==> src/rtl/exe_stage.sv <==
// Execute stage: single-cycle ALU plus a 16-step radix-4 iterative multiplier/MAC
// that stalls upstream while busy. Define EXE_MAC_EN to build the accumulator and MAC ops.
module exe_stage #(
    parameter int MUL_CYCLES = 16
) (
    input  logic        clk,
    input  logic        rst_n,
    input  logic        i_valid,
    input  logic [16:0] i_ctrl,
    input  logic [31:0] i_DatA,
    input  logic [31:0] i_DatB,
    input  logic [31:0] i_imm,
    input  logic [3:0]  i_Robj,
    output logic        o_stall,
    output logic        o_valid,
    output logic [31:0] o_result,
    output logic [31:0] o_store_data,
    output logic [3:0]  o_Robj,
    output logic        o_reg_write,
    output logic        o_mem_read,
    output logic        o_mem_write,
    output logic [8:0]  o_ctrl_wb
);

    localparam int CW = (MUL_CYCLES > 1) ? $clog2(MUL_CYCLES) : 1;

    localparam logic [3:0] OP_ADD    = 4'd0;
    localparam logic [3:0] OP_SUB    = 4'd1;
    localparam logic [3:0] OP_AND    = 4'd2;
    localparam logic [3:0] OP_OR     = 4'd3;
    localparam logic [3:0] OP_XOR    = 4'd4;
    localparam logic [3:0] OP_SLL    = 4'd5;
    localparam logic [3:0] OP_SRL    = 4'd6;
    localparam logic [3:0] OP_SRA    = 4'd7;
    localparam logic [3:0] OP_SLT    = 4'd8;
    localparam logic [3:0] OP_MUL    = 4'd9;
`ifdef EXE_MAC_EN
    localparam logic [3:0] OP_MAC    = 4'd10;
    localparam logic [3:0] OP_CLRACC = 4'd11;
    localparam logic [3:0] OP_RDACC  = 4'd12;
`endif

    typedef enum logic {S_IDLE, S_BUSY} state_t;

    state_t          state_reg, state_next;
    logic [CW-1:0]   count_reg, count_next;
    logic [31:0]     mcand_reg, mcand_next;
    logic [31:0]     mplier_reg, mplier_next;
    logic [31:0]     prod_reg, prod_next;

    // Writeback fields of the in-flight multiply, released when it completes
    logic [3:0]      pend_robj_reg, pend_robj_next;
    logic            pend_rw_reg, pend_rw_next;
    logic            pend_mr_reg, pend_mr_next;
    logic            pend_mw_reg, pend_mw_next;
    logic [8:0]      pend_wb_reg, pend_wb_next;
    logic [31:0]     pend_store_reg, pend_store_next;

    logic            stall_reg, stall_next;
    logic            valid_reg, valid_next;
    logic [31:0]     result_reg, result_next;
    logic [31:0]     store_reg, store_next;
    logic [3:0]      robj_reg, robj_next;
    logic            rw_reg, rw_next;
    logic            mr_reg, mr_next;
    logic            mw_reg, mw_next;
    logic [8:0]      wb_reg, wb_next;

`ifdef EXE_MAC_EN
    logic [31:0]     acc_reg, acc_next;
    logic            is_mac_reg, is_mac_next;
    logic [32:0]     mac_sum;
    logic [31:0]     mac_sat;
`endif

    logic [3:0]      op;
    logic [31:0]     b_op;
    logic [31:0]     alu_res;
    logic            mul_start;
    logic [31:0]     step_add;
    logic [31:0]     prod_step;

    assign op   = i_ctrl[3:0];
    assign b_op = i_ctrl[4] ? i_imm : i_DatB;

    always_comb begin
        alu_res = i_DatA;
        case (op)
            OP_ADD: alu_res = i_DatA + b_op;
            OP_SUB: alu_res = i_DatA - b_op;
            OP_AND: alu_res = i_DatA & b_op;
            OP_OR:  alu_res = i_DatA | b_op;
            OP_XOR: alu_res = i_DatA ^ b_op;
            OP_SLL: alu_res = i_DatA << b_op[4:0];
            OP_SRL: alu_res = i_DatA >> b_op[4:0];
            OP_SRA: alu_res = $unsigned($signed(i_DatA) >>> b_op[4:0]);
            OP_SLT: alu_res = {31'd0, $signed(i_DatA) < $signed(b_op)};
`ifdef EXE_MAC_EN
            OP_CLRACC: alu_res = 32'd0;
            OP_RDACC:  alu_res = acc_reg;
`endif
            default: alu_res = i_DatA;
        endcase
    end

`ifdef EXE_MAC_EN
    assign mul_start = (op == OP_MUL) || (op == OP_MAC);
`else
    assign mul_start = (op == OP_MUL);
`endif

    // Radix-4 step: add 0/1/2/3 times the shifted multiplicand
    always_comb begin
        case (mplier_reg[1:0])
            2'd0:    step_add = 32'd0;
            2'd1:    step_add = mcand_reg;
            2'd2:    step_add = mcand_reg << 1;
            default: step_add = mcand_reg + (mcand_reg << 1);
        endcase
    end
    assign prod_step = prod_reg + step_add;

`ifdef EXE_MAC_EN
    // Product of sign-extended 16-bit operands is exact in 32 bits
    assign mac_sum = {acc_reg[31], acc_reg} + {prod_step[31], prod_step};
    assign mac_sat = (mac_sum[32] != mac_sum[31])
                   ? (mac_sum[32] ? 32'h8000_0000 : 32'h7FFF_FFFF)
                   : mac_sum[31:0];
`endif

    always_comb begin
        state_next      = state_reg;
        count_next      = count_reg;
        mcand_next      = mcand_reg;
        mplier_next     = mplier_reg;
        prod_next       = prod_reg;
        pend_robj_next  = pend_robj_reg;
        pend_rw_next    = pend_rw_reg;
        pend_mr_next    = pend_mr_reg;
        pend_mw_next    = pend_mw_reg;
        pend_wb_next    = pend_wb_reg;
        pend_store_next = pend_store_reg;
        stall_next      = stall_reg;
        valid_next      = valid_reg;
        result_next     = result_reg;
        store_next      = store_reg;
        robj_next       = robj_reg;
        rw_next         = rw_reg;
        mr_next         = mr_reg;
        mw_next         = mw_reg;
        wb_next         = wb_reg;
`ifdef EXE_MAC_EN
        acc_next        = acc_reg;
        is_mac_next     = is_mac_reg;
`endif
        case (state_reg)
            S_IDLE: begin
                if (i_valid && mul_start) begin
                    state_next      = S_BUSY;
                    count_next      = CW'(MUL_CYCLES - 1);
                    mcand_next      = i_DatA;
                    mplier_next     = b_op;
                    prod_next       = 32'd0;
                    pend_robj_next  = i_Robj;
                    pend_rw_next    = i_ctrl[5];
                    pend_mr_next    = i_ctrl[6];
                    pend_mw_next    = i_ctrl[7];
                    pend_wb_next    = i_ctrl[16:8];
                    pend_store_next = i_DatB;
                    stall_next      = 1'b1;
                    valid_next      = 1'b0;
                    rw_next         = 1'b0;
                    mr_next         = 1'b0;
                    mw_next         = 1'b0;
`ifdef EXE_MAC_EN
                    is_mac_next     = (op == OP_MAC);
                    if (op == OP_MAC) begin
                        mcand_next  = {{16{i_DatA[15]}}, i_DatA[15:0]};
                        mplier_next = {{16{b_op[15]}}, b_op[15:0]};
                    end
`endif
                end else if (i_valid) begin
                    valid_next  = 1'b1;
                    result_next = alu_res;
                    store_next  = i_DatB;
                    robj_next   = i_Robj;
                    rw_next     = i_ctrl[5];
                    mr_next     = i_ctrl[6];
                    mw_next     = i_ctrl[7];
                    wb_next     = i_ctrl[16:8];
`ifdef EXE_MAC_EN
                    if (op == OP_CLRACC) acc_next = 32'd0;
`endif
                end else begin
                    valid_next = 1'b0;
                    rw_next    = 1'b0;
                    mr_next    = 1'b0;
                    mw_next    = 1'b0;
                end
            end
            default: begin
                mcand_next  = mcand_reg << 2;
                mplier_next = mplier_reg >> 2;
                prod_next   = prod_step;
                count_next  = count_reg - CW'(1);
                if (count_reg == '0) begin
                    state_next  = S_IDLE;
                    stall_next  = 1'b0;
                    valid_next  = 1'b1;
                    result_next = prod_step;
                    store_next  = pend_store_reg;
                    robj_next   = pend_robj_reg;
                    rw_next     = pend_rw_reg;
                    mr_next     = pend_mr_reg;
                    mw_next     = pend_mw_reg;
                    wb_next     = pend_wb_reg;
`ifdef EXE_MAC_EN
                    if (is_mac_reg) begin
                        acc_next    = mac_sat;
                        result_next = mac_sat;
                    end
`endif
                end
            end
        endcase
    end

    always_ff @(posedge clk or negedge rst_n) begin
        if (!rst_n) begin
            state_reg      <= S_IDLE;
            count_reg      <= '0;
            mcand_reg      <= '0;
            mplier_reg     <= '0;
            prod_reg       <= '0;
            pend_robj_reg  <= '0;
            pend_rw_reg    <= 1'b0;
            pend_mr_reg    <= 1'b0;
            pend_mw_reg    <= 1'b0;
            pend_wb_reg    <= '0;
            pend_store_reg <= '0;
            stall_reg      <= 1'b0;
            valid_reg      <= 1'b0;
            result_reg     <= '0;
            store_reg      <= '0;
            robj_reg       <= '0;
            rw_reg         <= 1'b0;
            mr_reg         <= 1'b0;
            mw_reg         <= 1'b0;
            wb_reg         <= '0;
`ifdef EXE_MAC_EN
            acc_reg        <= '0;
            is_mac_reg     <= 1'b0;
`endif
        end else begin
            state_reg      <= state_next;
            count_reg      <= count_next;
            mcand_reg      <= mcand_next;
            mplier_reg     <= mplier_next;
            prod_reg       <= prod_next;
            pend_robj_reg  <= pend_robj_next;
            pend_rw_reg    <= pend_rw_next;
            pend_mr_reg    <= pend_mr_next;
            pend_mw_reg    <= pend_mw_next;
            pend_wb_reg    <= pend_wb_next;
            pend_store_reg <= pend_store_next;
            stall_reg      <= stall_next;
            valid_reg      <= valid_next;
            result_reg     <= result_next;
            store_reg      <= store_next;
            robj_reg       <= robj_next;
            rw_reg         <= rw_next;
            mr_reg         <= mr_next;
            mw_reg         <= mw_next;
            wb_reg         <= wb_next;
`ifdef EXE_MAC_EN
            acc_reg        <= acc_next;
            is_mac_reg     <= is_mac_next;
`endif
        end
    end

    assign o_stall      = stall_reg;
    assign o_valid      = valid_reg;
    assign o_result     = result_reg;
    assign o_store_data = store_reg;
    assign o_Robj       = robj_reg;
    assign o_reg_write  = rw_reg;
    assign o_mem_read   = mr_reg;
    assign o_mem_write  = mw_reg;
    assign o_ctrl_wb    = wb_reg;

endmodule
==> config.mk <==
export PLATFORM = sky130hd
export DESIGN_NAME = exe_stage
export DESIGN_NICKNAME = d
export VERILOG_FILES = /design/src/rtl/exe_stage.sv
export SDC_FILE = /design/constraint.sdc
export NUM_CORES = 1
export LEC_CHECK = 0
export CAP_MARGIN = 20
export CORE_UTILIZATION = 45
export CTS_BUF_LIST = sky130_fd_sc_hd__clkbuf_2 sky130_fd_sc_hd__clkbuf_4 sky130_fd_sc_hd__clkbuf_8
export DETAILED_ROUTE_END_ITERATION = 8
export HOLD_SLACK_MARGIN = 0.1
export PLACE_DENSITY_LB_ADDON = 0.2
export SYNTH_ARGS = -nofsm -noshare
export SYNTH_HDL_FRONTEND = slang
export SYNTH_SLANG_ARGS = --single-unit
==> constraint.sdc <==
create_clock -name clk -period 5.55 [get_ports clk]
set_clock_uncertainty 0.05 [all_clocks]
set_input_delay 0.8325 -clock clk [delete_from_list [all_inputs] [get_ports clk]]
set_output_delay 0.8325 -clock clk [all_outputs]
set_load 0.02 [all_outputs]
# [Word level (Yosys, flattened, before mapping)]
# Cells that the tools add are included.
[op_classes] reduce_logical=9 mux=49 bitwise_logic=4 shifts=3 eq_ne=13 add_sub_neg=5 n_lt_le_gt_ge=1
[op_table] op="two-way mux 32 bit" n=15
[op_table] op="one-hot mux 32 bit (9 select lines)" n=1
[op_table] op="adder 32 bit" n=3
[op_table] op="one-hot mux 32 bit (3 select lines)" n=1
[op_table] op="two-way mux 9 bit" n=4
[op_table] op="bitwise AND 32 bit" n=1
[op_table] op="less-than comparator 32 bit" n=1
[op_table] op="OR 32 bit" n=1
[op_table] op="left shift 32 x 5 -> 32 bit" n=1
[op_table] op=">> shifter 32 x 5 -> 32 bit" n=1
[op_table] op=">>> shifter 32 x 5 -> 32 bit" n=1
[op_table] op="subtractor 32 bit" n=1
[op_table] op="XOR 32 bit" n=1
[op_table] op="two-way mux 4 bit" n=6
[op_table] op="two-way mux 1 bit" n=22
[op_table] op="== test 4 x 3 -> 1 bit, second input constant" n=4
[op_table] op="== test 4 x 2 -> 1 bit, second input constant" n=2
[op_table] op="== test 4 bit, second input constant" n=2
[op_table] op="zero test 4 bit" n=2
[op_table] op="== test 4 x 1 -> 1 bit, second input constant" n=1
[op_table] op="AND reduction 2 bit" n=2
[op_table] op="nonzero test 2 bit" n=2
[op_table] op="subtractor 4 x 1 -> 4 bit, second input constant" n=1
[op_table] op="AND reduction 3 bit" n=1
[op_table] op="other kinds (7)" n=7
[totals] reg_bits=231 inputBits=120 out_inout_bits=82 wordCells=104

# [Longest topological paths before layout]
[logic_depth] depth_word=6 depth_mapped=23 mapped_depth_nobuf=23

# [Least setup slack after synthesis]
# OpenSTA, ideal clock, no wires.
[synth_timing] path_type="input -> register" start="input i_ctrl[4]" end="register result_reg[28] (netlist: o_result[28])" arrival_time_ps=4683 t_required_ps=5418 setup_time_ps=82 path_buffers=5 cell_stages=19 path_slack_ps=735 cell_sequence="buf_6 > mux2i_2 > buf_6 > buf_6 > buf_6 > buf_2 > inv_1 > ha_1 > fa_1 > o21bai_1 > a21oi_1 > o31ai_1 > a31o_2 > nor3_1 > nor3b_1 > mux2_2 > a311oi_1 > nor2_1 > a31oi_1"
[synth_between] elab_chain_len=6 elab_cells_between_ends=13 cone_classes="add/sub: 2; shift: 3; mux: 5; bitwise: 3"
[synth_lines] item="start: declaration" line_no="9" rtl="input logic [16:0] i_ctrl,"
[synth_lines] item="two-way mux 32 bit *" line_no="84" rtl="assign b_op = i_ctrl[4] ? i_imm : i_DatB;"
[synth_lines] item="subtractor 32 bit (tied with other cells)" line_no="90" rtl="OP_SUB: alu_res = i_DatA - b_op;"
[synth_lines] item="one-hot mux 32 bit (9 select lines) *" line_no="88" rtl="case (op)"
[synth_lines] item="two-way mux 32 bit *" line_no="182" rtl="end else if (i_valid) begin"
[synth_lines] item="two-way mux 32 bit *" line_no="158" rtl="if (i_valid && mul_start) begin"
[synth_lines] item="two-way mux 32 bit *" line_no="156" rtl="case (state_reg)"
[synth_lines] item="end signal: assignment" line_no="268" rtl="result_reg <= result_next;"
[synth_lines] item="end: declaration" line_no="61" rtl="logic [31:0] result_reg, result_next;"
# Mark *: on every way between the ends. The rest lies on a longest branch, timed or not. The select of a mux whose other input is x is not followed.
# A chain may end at the register's enable or synchronous reset.

# [Final worst setup path]
[layout_timing] start="register mcand_reg[0]" end="register result_reg[31] (netlist: o_result[31])"
[layout_between] elab_chain_len=5
[layout_lines] item="start: declaration" line_no="47" rtl="logic [31:0] mcand_reg, mcand_next;"
[layout_lines] item="start signal: assignment" line_no="257" rtl="mcand_reg <= mcand_next;"
[layout_lines] item="adder 32 bit" line_no="118" rtl="default: step_add = mcand_reg + (mcand_reg << 1);"
[layout_lines] item="one-hot mux 32 bit (3 select lines) *" line_no="114" rtl="case (mplier_reg[1:0])"
[layout_lines] item="adder 32 bit *" line_no="121" rtl="assign prod_step = prod_reg + step_add;"
[layout_lines] item="two-way mux 32 bit *" line_no="206" rtl="if (count_reg == '0) begin"
[layout_lines] item="two-way mux 32 bit *" line_no="156"
# Marked as above.

==> out/results.tsv <==
metric	value	unit
status	complete, no violations	
synth.top_cell.area_share	25.82	%
grtUsageMet1	50.49	%
stdcell_area	0.02662	sq mm
grt-ovfl-total	0	
cts_tree	done	
multi_input_area	0.01556	sq mm
fillers	4688	
setup.worst_path.start_class	register	
dieHeight	225.1	microns
cts_setup_buffers	0	
top_usage_layer	met2	
drt-pass1-iter-count	6	
fin_crit	5250	ps
maxSlewViolCount	0	
slew-limit-headroom	33.74	%
nets	3277	
synth_mux_area_share	15.03	%
synth_flop_cell	dfrtp_1	
antenna_found_initial	3	
synth_area_per_cell	8.017	sq um
drive_gt1_share	11.46	%
core	0.04905	sq mm
ys_ff_latch	231	
place_area	0.02563	sq mm
synthDistinctLibCells	88	
synthesis.area	0.02239	sq mm
antenna_left	0	
ioPinCount	202	
fmax	190.5	MHz
cts_buffers	46	
synth_simple_gate_area_share	15.38	%
drt-total-wl	99900	microns
synth_fa_ha_area_share	9.578	%
syn_nets	3082	
clock_sinks	231	
synth_area_leaders	dfrtp_1 (26%), mux2i_1 (9.9%), ha_1 (9.2%), nand2_1 (6.1%), o21ai_0 (5.5%)	
final_cell_count_no_fill	3684	
crit_type	register to register	
dp_hpwl	75110	microns
port_buffers	201	
grt_usage	38.97	%
synth.top_cells.by_count	nand2_1 (365), o21ai_0 (245), a21oi_1 (236), dfrtp_1 (231), mux2i_1 (222)	
yosysWarnings	0	
synth.most_common_cell	nand2_1	
ctsLongestPathBuffers	3	
required	6050	ps
endpoint_kind	register	
grt_pass1_wl	148200	microns
ys_seq_area_share	25.82	%
synthCells	2793	
fp.dieArea	0.05065	sq mm
viasPerCell	6.463	
antenna_cells	0	
rsz0062_at_grt	false	
path_clk_slew	60	ps
grtUsageMet3	8.983	%
seq_area	0.005784	sq mm
die_w	225.1	microns
worst_pin_slew	991.5	ps
setup_viol	0	
post_drt_wl_per_cell	27.12	microns
dp.cells	3603	
grt_pass1_vias	23137	
synth_compound_area_share	26.39	%
drt_iter0_drc	2191	
synth_top_family_by_area	compound AO/OA/AOI/OAI gates	
timing_hold_violations_final	0	
insertion_delay	660	ps
drc	0	
total_power	10.06	mW
p_leak	12.03	nW
irDropWorstVdd	0.2836	mV
fin_crit_sh	94.59	%
gp_congestion	1.043	
synthArstFlopShare	100.0	%
yosys.area.top_type	dfrtp_1	
maxCapViolations	0	
grt_max_degree	130	
via_count	23810	
initial_utilization	45.65	%
htreeDepth	2	
crit_fanout	7	
crit_arrival	5750	ps
fin_setup_tns	0	ps
powerDensity	378.0	mW/mm^2
holdCritPathClass	register to register	
rows	81	
use_met2	60.79	%
root_buffer	clkbuf_8	
synth_xor_area_share	2.425	%
synth-edff-count	0	
syn_to_final_growth	18.87	%
-- worst paths after layout --
kind,slack (ps),depth (start not counted),to,startpoint
min in group asynchronous,650,2,o_result[6],rst_n
min reg2reg,430,2,o_store_data[19],o_store_data[19]
max,300,20,o_result[31],mcand_reg[0]
max in group asynchronous,3550,3,state_reg,rst_n
max reg2reg,300,20,o_result[31],mcand_reg[0]
min,430,2,o_store_data[19],o_store_data[19]
-- where the power goes --
group          internal, mW  switching (mW)  total, mW
combinational          2.07            3.20       5.27
clock                  1.02           0.813       1.83
sequential             2.34           0.613       2.96
total                  5.43            4.63       10.1
-- per-stage QoR --
step / utilization, % / setup slack [ps] / hold WS [ps]
final: 54.26 / 300.4 / 428.7
after global routing: 54.26 / 27.59 / 454.0
after CTS: 54.20 / 158.9 / 431.8
after detailed placement: 52.26 / 202.3 / 419.4
after global placement: 52.26 / 252.8 / 411.4
after floorplan: - / 735.3 / 402.4
-- layout make-up --
type,count,share of cell area (%)
Clock buffer,73,3.352
Clock inverter,7,0.1880
Inverter,115,1.622
Multi-Input combinational cell,2263,58.47
Sequential cell,231,21.73
Tap cell,664,3.121
Timing Repair Buffer,331,11.52
-- metal layers --
layer  wire [microns]  part of all wire (%)
met1            41060                    41
met2            44230                    44
met3             9167                   9.2
met4             5403                   5.4
met5               41                 0.041
-- critical path, stage by stage, from the launching register on --
cell and delay (ps):
dfrtp_1 420, ha_1 250, fa_2 390, a211oi_2 270, o31ai_2 150, o2111ai_2 300
a21oi_2 130, o41ai_2 360, nand2_1 190, a311oi_1 450, o21ai_0 190, xnor2_1 170
o21ai_1 110, ha_1 420, and4_1 280, nand2_1 70, nor3_1 130, a21oi_1 110
xor2_1 160, xnor2_1 170, a2111oi_2 370
-- cell families (layout without fill, tap and decap cells) --
group	Yosys count	count (layout)
AO/OA/AOI/OAI	931	931
AND/OR/NAND/NOR	797	797
buffers and inverters	299	526
XOR/XNOR	62	62
flip-flops	231	231
multiplexers	304	304
adder cells (fa/ha/maj)	169	169
-- cells in the final DEF (no fill, tap or decap), types with 9 or more instances in the layout --
| cell | n |
|---|---|
| a211oi_1 | 36 |
| a21o_1 | 48 |
| a21oi_1 | 236 |
| a221oi_1 | 25 |
| a22o_1 | 11 |
| a22oi_1 | 16 |
| a31oi_1 | 35 |
| and3_1 | 18 |
| buf_4 | 123 |
| clkbuf_4 | 18 |
| clkbuf_8 | 55 |
| clkdlybuf4s50_1 | 199 |
| dfrtp_1 | 230 |
| ha_1 | 165 |
| inv_1 | 109 |
| mux2_2 | 61 |
| mux2i_1 | 219 |
| mux4_2 | 16 |
| nand2_1 | 363 |
| nand2b_1 | 19 |
| nand3_1 | 48 |
| nand4_1 | 10 |
| nor2_1 | 218 |
| nor2b_1 | 15 |
| nor3_1 | 39 |
| nor4_1 | 9 |
| o211ai_1 | 42 |
| o21a_1 | 12 |
| o21ai_0 | 243 |
| o21ai_1 | 34 |
| o21bai_1 | 24 |
| o221ai_1 | 25 |
| o22ai_1 | 20 |
| o31ai_1 | 17 |
| or3_1 | 17 |
| xnor2_1 | 42 |
| xor2_1 | 20 |
-- repair_timing --
| item | CTS | global route |
|---|---|---|
| endpoints found under the hold margin | 46 | 0 |
| setup endpoints to repair | 0 | 13 |
| resized for setup | 0 | 7 |
| hold buffers | 1 | 0 |
Note: power is estimated with default switching activity, not from simulation.
